===== src/rtl/tracesys_pkg.sv =====
// Shared trace-system definitions: stream widths, channel ids and the packet-mux FSM states.
package tracesys_pkg;

    localparam int unsigned TRACESYS_DATA_W    = 8;
    // Demux payload is {data, eop, sop}
    localparam int unsigned TRACESYS_PAYLOAD_W = 10;

    localparam logic CH0 = 1'b0;
    localparam logic CH1 = 1'b1;

    typedef enum logic {
        IDLE   = 1'b0,
        LOCKED = 1'b1
    } state_t;

endpackage


===== src/rtl/tracesys_pkt_mux_out_stage.sv =====
// Single buffered output register of the packet mux; payload is {channel, data, eop, sop}.
module tracesys_pkt_mux_out_stage #(
    parameter int unsigned WIDTH = 11
) (
    input  logic             clk,
    input  logic             reset_n,
    input  logic             load,
    input  logic [WIDTH-1:0] beat,
    input  logic             out_ready,
    output logic             stage_ready_c,
    output logic             valid,
    output logic [WIDTH-1:0] payload
);

    assign stage_ready_c = out_ready || !valid;

    always_ff @(posedge clk or negedge reset_n) begin
        if (!reset_n) begin
            valid   <= 1'b0;
            payload <= '0;
        end else begin
            if (load) begin
                valid   <= 1'b1;
                payload <= beat;
            end else if (out_ready) begin
                valid   <= 1'b0;
            end
        end
    end

endmodule


===== src/rtl/tracesys_pkt_mux.sv =====
// 2:1 packet-atomic round-robin mux for the trace byte streams, channel-tagged for the demux.
// Optional per-source packet counters: define TRACESYS_PKT_MUX_PKT_COUNT_EN.
module tracesys_pkt_mux
    import tracesys_pkg::*;
#(
    parameter int unsigned DATA_WIDTH = TRACESYS_DATA_W
`ifdef TRACESYS_PKT_MUX_PKT_COUNT_EN
    ,
    parameter int unsigned CNT_WIDTH  = 16
`endif
) (
    input  logic                  clk,
    input  logic                  reset_n,
    input  logic                  in0_valid,
    output logic                  in0_ready,
    input  logic [DATA_WIDTH-1:0] in0_data,
    input  logic                  in0_startofpacket,
    input  logic                  in0_endofpacket,
    input  logic                  in1_valid,
    output logic                  in1_ready,
    input  logic [DATA_WIDTH-1:0] in1_data,
    input  logic                  in1_startofpacket,
    input  logic                  in1_endofpacket,
    output logic                  out_valid,
    input  logic                  out_ready,
    output logic                  out_channel,
    output logic [DATA_WIDTH-1:0] out_data,
    output logic                  out_startofpacket,
`ifdef TRACESYS_PKT_MUX_PKT_COUNT_EN
    output logic [CNT_WIDTH-1:0]  pkt_count0,
    output logic [CNT_WIDTH-1:0]  pkt_count1,
`endif
    output logic                  out_endofpacket
);

    // Demux sideband bits (eop, sop) plus the channel tag around the data
    localparam int unsigned STAGE_W = DATA_WIDTH + (TRACESYS_PAYLOAD_W - TRACESYS_DATA_W) + 1;

    state_t state, state_nxt;
    logic   lock_ch, lock_ch_nxt;
    logic   last_grant, last_grant_nxt;

    logic   grant;
    logic   sel_valid;
    logic   sel_eop;
    logic   accept;
    logic   stage_ready;
    logic [STAGE_W-1:0] stage_beat;
    logic [STAGE_W-1:0] stage_q;

    always_ff @(posedge clk or negedge reset_n) begin
        if (!reset_n) begin
            state      <= IDLE;
            lock_ch    <= CH0;
            last_grant <= CH1;
        end else begin
            state      <= state_nxt;
            lock_ch    <= lock_ch_nxt;
            last_grant <= last_grant_nxt;
        end
    end

    // Grant selection, readies and packet-boundary tracking
    always_comb begin
        grant          = CH0;
        sel_valid      = 1'b0;
        in0_ready      = 1'b0;
        in1_ready      = 1'b0;
        state_nxt      = state;
        lock_ch_nxt    = lock_ch;
        last_grant_nxt = last_grant;

        if (state == LOCKED) begin
            grant     = lock_ch;
            sel_valid = (lock_ch == CH1) ? in1_valid : in0_valid;
            in0_ready = stage_ready && (lock_ch == CH0);
            in1_ready = stage_ready && (lock_ch == CH1);
        end else begin
            if (in0_valid && in1_valid) begin
                grant = ~last_grant;
            end else if (in1_valid) begin
                grant = CH1;
            end
            sel_valid = in0_valid || in1_valid;
            in0_ready = stage_ready && sel_valid && (grant == CH0);
            in1_ready = stage_ready && sel_valid && (grant == CH1);
        end

        if (accept) begin
            if (sel_eop) begin
                state_nxt      = IDLE;
                last_grant_nxt = grant;
            end else begin
                state_nxt      = LOCKED;
                lock_ch_nxt    = grant;
            end
        end
    end

    assign accept     = sel_valid && stage_ready;
    assign sel_eop    = (grant == CH1) ? in1_endofpacket : in0_endofpacket;
    assign stage_beat = (grant == CH1)
                      ? {CH1, in1_data, in1_endofpacket, in1_startofpacket}
                      : {CH0, in0_data, in0_endofpacket, in0_startofpacket};

    tracesys_pkt_mux_out_stage #(
        .WIDTH (STAGE_W)
    ) u_out_stage (
        .clk           (clk),
        .reset_n       (reset_n),
        .load          (accept),
        .beat          (stage_beat),
        .out_ready     (out_ready),
        .stage_ready_c (stage_ready),
        .valid         (out_valid),
        .payload       (stage_q)
    );

    assign out_channel       = stage_q[STAGE_W-1];
    assign out_data          = stage_q[STAGE_W-2 -: DATA_WIDTH];
    assign out_endofpacket   = stage_q[1];
    assign out_startofpacket = stage_q[0];

`ifdef TRACESYS_PKT_MUX_PKT_COUNT_EN
    // Completed packets per source, wrapping
    always_ff @(posedge clk or negedge reset_n) begin
        if (!reset_n) begin
            pkt_count0 <= '0;
            pkt_count1 <= '0;
        end else if (accept && sel_eop) begin
            if (grant == CH1) begin
                pkt_count1 <= pkt_count1 + CNT_WIDTH'(1);
            end else begin
                pkt_count0 <= pkt_count0 + CNT_WIDTH'(1);
            end
        end
    end
`endif

endmodule


===== config.mk =====
export PLATFORM = sky130hd
export DESIGN_NAME = tracesys_pkt_mux
export DESIGN_NICKNAME = d
export VERILOG_FILES = /design/src/rtl/tracesys_pkg.sv /design/src/rtl/tracesys_pkt_mux_out_stage.sv /design/src/rtl/tracesys_pkt_mux.sv
export SDC_FILE = /design/constraint.sdc
export NUM_CORES = 1
export LEC_CHECK = 0
export ABC_AREA = 1
export CORE_MARGIN = 3
export CORE_UTILIZATION = 42
export CTS_BUF_LIST = sky130_fd_sc_hd__clkbuf_16
export CTS_CLUSTER_SIZE = 12
export DETAILED_ROUTE_END_ITERATION = 8
export HOLD_SLACK_MARGIN = 0.12
export PLACE_DENSITY_LB_ADDON = 0.2
export REMOVE_ABC_BUFFERS = 1
export SETUP_SLACK_MARGIN = 0.4
export SLEW_MARGIN = 20
export SYNTH_ARGS = -nofsm -noshare
export SYNTH_HDL_FRONTEND = slang
export SYNTH_SLANG_ARGS = --single-unit
export TNS_END_PERCENT = 5

===== constraint.sdc =====
create_clock -name clk -period 4 [get_ports clk]
set_input_delay 1 -clock clk [delete_from_list [all_inputs] [get_ports clk]]
set_output_delay 1 -clock clk [all_outputs]
set_load 0.02 [all_outputs]

; Yosys cells after proc, flatten, opt, wreduce, memory -nomap -nowiden
; Index checks and enable logic that the tools add are counted.
[classes]
muxes = 13
bitwise_logic = 4
reduce_logical = 13
[op_table]
columns = op, count
row1 = 2-to-1 mux 1 bit, 12
row2 = 2-to-1 mux 11 bit, 1
row3 = logical AND 1 bit, 7
row4 = NOT 1 bit, 4
row5 = AND reduction 2 bit, 2
row6 = logical OR 1 bit, 2
row7 = nonzero test 2 bit, 1
row8 = logical NOT 1 bit, 1
[totals]
ff_bits = 15
input_bits = 25
out_inout_bits = 14
wordCells = 35

; Logic depth before layout (Yosys ltp)
[logic_depth]
ltp_word = 7
mapped_depth = 8
depth_no_buf = 7

; Modules after synthesis
; A second synthesis with hierarchy kept.
[hier_totals]
hier_cells = 112
area_unflattened_um2 = 803.3
[modules_own_cells]
columns = mod, instances, cells_each, area_per_inst_um2, seq_area_each_um2
row1 = tracesys_pkt_mux_out_stage, 1, 51, 457.9, 300.3
row2 = tracesys_pkt_mux, 1, 61, 345.3, 76.3

; Worst setup path before layout
; Ideal clock, no wire load.
[synth_timing]
path_kind = input to output
start = in in0_valid
end = out in0_ready
arrival_ps = 1906
required_ps = 3000
slack_ps = 1094
cell_stages = 5
n_path_buf = 1
path_cell_list = nand2_1 -> nand3_2 -> nand2_2 -> buf_2 -> a211oi_1
[synth_via]
elab_chain_cells = 6
word_cells_on_any_way = 8
classes_between = mux (3) / bitwise (1) / reduce/logical (4)
[synth_lines]
columns = element, line_no
row1 = from (decl), tracesys_pkt_mux.sv:14  ; input logic in0_valid,
row2 = logical AND 1 bit, tracesys_pkt_mux.sv:79  ; if (in0_valid && in1_valid) begin
row3 = 2-to-1 mux 1 bit, tracesys_pkt_mux.sv:79
row4 = 2-to-1 mux 1 bit, tracesys_pkt_mux.sv:73  ; if (state == LOCKED) begin
row5 = NOT 1 bit, tracesys_pkt_mux.sv:85  ; in0_ready = stage_ready && sel_valid && (grant == CH0);
row6 = logical AND 1 bit *, tracesys_pkt_mux.sv:85
row7 = 2-to-1 mux 1 bit *, tracesys_pkt_mux.sv:73
row8 = to (decl), tracesys_pkt_mux.sv:15  ; output logic in0_ready,
; Mark *: on every way between the ends. The rest lies on a longest branch, timed or not. The select of a mux whose other input is x is not followed.

; Worst setup path after layout
[layout_timing]
start = in in0_valid
end = out in1_ready
[layout_via]
elab_chain_cells = 5
word_cells_on_any_way = 7
classes_between = mux (3) / reduce/logical (4)
[layout_lines]
columns = element, line_no
row1 = logical AND 1 bit, tracesys_pkt_mux.sv:79
row2 = 2-to-1 mux 1 bit, tracesys_pkt_mux.sv:79
row3 = 2-to-1 mux 1 bit, tracesys_pkt_mux.sv:73
row4 = logical AND 1 bit *, tracesys_pkt_mux.sv:86  ; in1_ready = stage_ready && sel_valid && (grant == CH1);
row5 = 2-to-1 mux 1 bit *, tracesys_pkt_mux.sv:73
row6 = to (decl), tracesys_pkt_mux.sv:20  ; output logic in1_ready,
; Marks and branches as above.

==> flow_summary_export.csv <==
group,metric,value,unit
placement,dp_cells,160,
clock_tree,htreeDepth,1,
logic_synthesis,synth_area_leaders,"dfrtp_1 (44%), nand2_1 (18%), o211ai_1 (8.5%), inv_1 (6.1%), nand2_2 (3.9%)",
routing,postRouteAntennaNets,0,
critical_path,cp.required,3.00,ns
global_routing,grt_pass1_wl,3.54,mm
critical_path,cp_max_fo,4,
placement,dpl.hpwl,1.48,mm
floorplanning,dieArea,2450,um2
sta,finalSetupTns,0,ns
global_routing,grt_antenna_before_repair,0,
clock_tree,numClockSinks,15,
logic_synthesis,synth_commonest_cells,"nand2_1 (39), dfrtp_1 (14), inv_1 (13), o211ai_1 (9)",
logic_synthesis,netlist_area,796,um2
critical_path,endpoint_kind,"output port",
logic_synthesis,seq_area_frac_synth,0.473,
power,p_total,0.961,mW
routing,route.detailed.drc,0,
logic_synthesis,synth_edf_count,0,
critical_path,crit_slowest_cell,"clkdlybuf4s50_1",
clock_tree,root_buffer,"clkbuf_16",
logic_synthesis,ys_async_sr_fraction,1.00,
logic_synthesis,yosysMostFrequentCell,"nand2_1",
global_routing,track_usage,0.188,
floorplanning,chipHeight,49.5,um
clock_tree,cts_buffer_depth,2,
global_routing,grt_max_degree,24,
sta,rsz0062_at_grt,"false",
power,power.leakage,0.615,nW
logic_synthesis,synth_flop_cell,"dfrtp_1",
hold_path,min_path_cells,2,
critical_path,worstReg2RegStart,"state",
critical_path,cp_common_cell,"clkdlybuf4s50_1",
layout,design_area,1260,um2
sta,fmax,292,MHz
layout,n_antenna_cell,0,
logic_synthesis,yosysTopAreaCellShare,0.440,
critical_path,worstPathArrival,2.43,ns
sta,setup_viol,0,
clock_tree,insertion_delay,0.24,ns
layout,final_cells,164,
critical_path,r2r_slack,2.49,ns
sta,fin_crit,3.43,ns
hold_path,worstHoldEndpoint,"last_grant",
floorplanning,initial_core_util,0.451,
sta,fin_crit_sh,0.857,
outcome,outcome,"completed",
critical_path,cp_top_family,"buffers and inverters",
routing,drt_wl_total,2.03,mm
routing,vias_per_cell,4.88,
logic_synthesis,syn-mean-instance-area,7.96,um2
power,vdd_drop_max,0.450,mV
routing,vias,801,
hold_path,hold_path_class,"flop to flop",
placement,dpl-instance-area,1180,um2
critical_path,crit_path_cell_trace,"clkdlybuf4s50_1 -> nand2_1 -> nand3_2 -> a21oi_1 -> clkdlybuf4s50_1",
clock_tree,cts_tree,"done",
global_routing,grt_pass1_vias,801,
hold_path,min_from,"last_grant",
floorplanning,ioPinCount,39,
logic_synthesis,ys_types,17,
routing,drtIter0Drc,11,
critical_path,reg2reg_depth,6,
sta,worst_pin_slew,0.673,ns
clock_tree,numCtsBuffers,3,
placement,io_buffers,38,
floorplanning,row_count,15,
global_routing,grt-ovfl-total,0,
layout,fillers,158,
job,drv_cap,0,
layout,drive_gt1_frac,0.0935,
logic_synthesis,yosysTopAreaCell,"dfrtp_1",
routing,wl_per_cell,12.4,um
power,p_per_area,760,nW/um2
floorplanning,placeableCoreArea,1760,um2
sta,max_slew_margin,0.550,
critical_path,r2r-end,"u_out_stage.payload[5]",
critical_path,max_stage_delay,0.61,ns
clock_tree,hold_buffers,0,
logic_synthesis,synth_seq_cells,15,
critical_path,critical_path_buf_inv_count,2,
floorplanning,die-width,49.5,um
clock_tree,clk_pin_slew_worst_paths,0.05,ns
sta,final-hold-violation-count,0,
routing,dr.pass1.iters,4,
logic_synthesis,yosysWarnings,0,
logic_synthesis,synthesis.instances,100,
sta,drv_slew,0,
placement,finalWeightedCongestion,0.818,
sta,fin_skew,0.00190,ns
critical_path,startpoint_type,"primary input",
layout,area_growth_syn_to_layout,58.8,%
critical_path,critPathKind,"primary input to output port",
layout,final_net_count,165,
repair_timing:
action                     in CTS  in global routing
gates resized for setup         0                  1
setup endpoints to repair       0                  1
buffers inserted                0                  0
worst min-delay path, delay by kind of cell (launching register included):
| family | cells | cell delay, ns |
|---|---|---|
| DFF | 1 | 0.37 |
| and+or+nand+nor | 2 | 0.09 |
how the worst max path moves through the flow:
| stage | startpoint | endpoint | slack [ns] | depth (start not counted) |
|---|---|---|---|---|
| final | in0_valid | in1_ready | 0.57 | 5 |
| after global routing | in0_valid | in1_ready | 0.45 | 5 |
| after CTS | in0_valid | in0_ready | 0.43 | 6 |
| after detailed placement | in0_valid | in0_ready | 0.43 | 6 |
| after global placement | in0_valid | in0_ready | 0.47 | 6 |
| after floorplan | in0_valid | in0_ready | 1.10 | 4 |
placed cells by master, fill, tap and decap left out, types with 2 or more instances in the layout:
master	count
clkbuf_16	3
nand2_2	5
inv_1	14
nand2_1	39
nand3_1	5
o21ai_0	2
clkdlybuf4s50_1	37
nor2_1	2
o211ai_1	9
dfrtp_1	14
sequential cells by signal, indices dropped and copies added, names as in the netlist:
name                 cells
state                    1
last_grant               1
u_out_stage.valid        1
u_out_stage.payload     11
lock_ch                  1
routing by layer:
layer	GRT usage	wire [um]	vias to the layer above
met1	0.201	797	382
li1	-	-	393
met4	0.0876	12	0
met5	0	0	-
met3	0.0483	127	2
met2	0.341	1090	24
through the flow:
step                hold WS (ns)   util  setup slack (ns)
floorplan                  0.443      -              1.10
global placement           0.455  0.670             0.471
detailed placement         0.456  0.670             0.430
CTS                        0.466  0.715             0.434
global route               0.492  0.716             0.453
finish                     0.465  0.716             0.573
cell families (layout without fill, tap and decap cells):
| kind of cell | Yosys count | in the layout | synth area share |
|---|---|---|---|
| AOI/OAI and AO/OA | 14 | 14 | 0.134 |
| buffers and inverters | 18 | 57 | 0.107 |
| DFF | 15 | 15 | 0.473 |
| and+or+nand+nor | 53 | 53 | 0.286 |
power breakdown:
part	switching, mW	internal, mW
combinational	0.279	0.213
sequential	0.0455	0.231
clock	0.0607	0.132
final cells by class:
type	count	area [um2]	share of cell area
Timing Repair Buffer	39	390	0.309
Clock buffer	3	75.1	0.0594
Multi-Input combinational cell	67	334	0.264
Tap cell	25	31.3	0.0248
Inverter	14	52.6	0.0416
Clock inverter	1	3.75	0.00297
Sequential cell	15	377	0.298
Note: power is estimated with default switching activity, not from simulation.
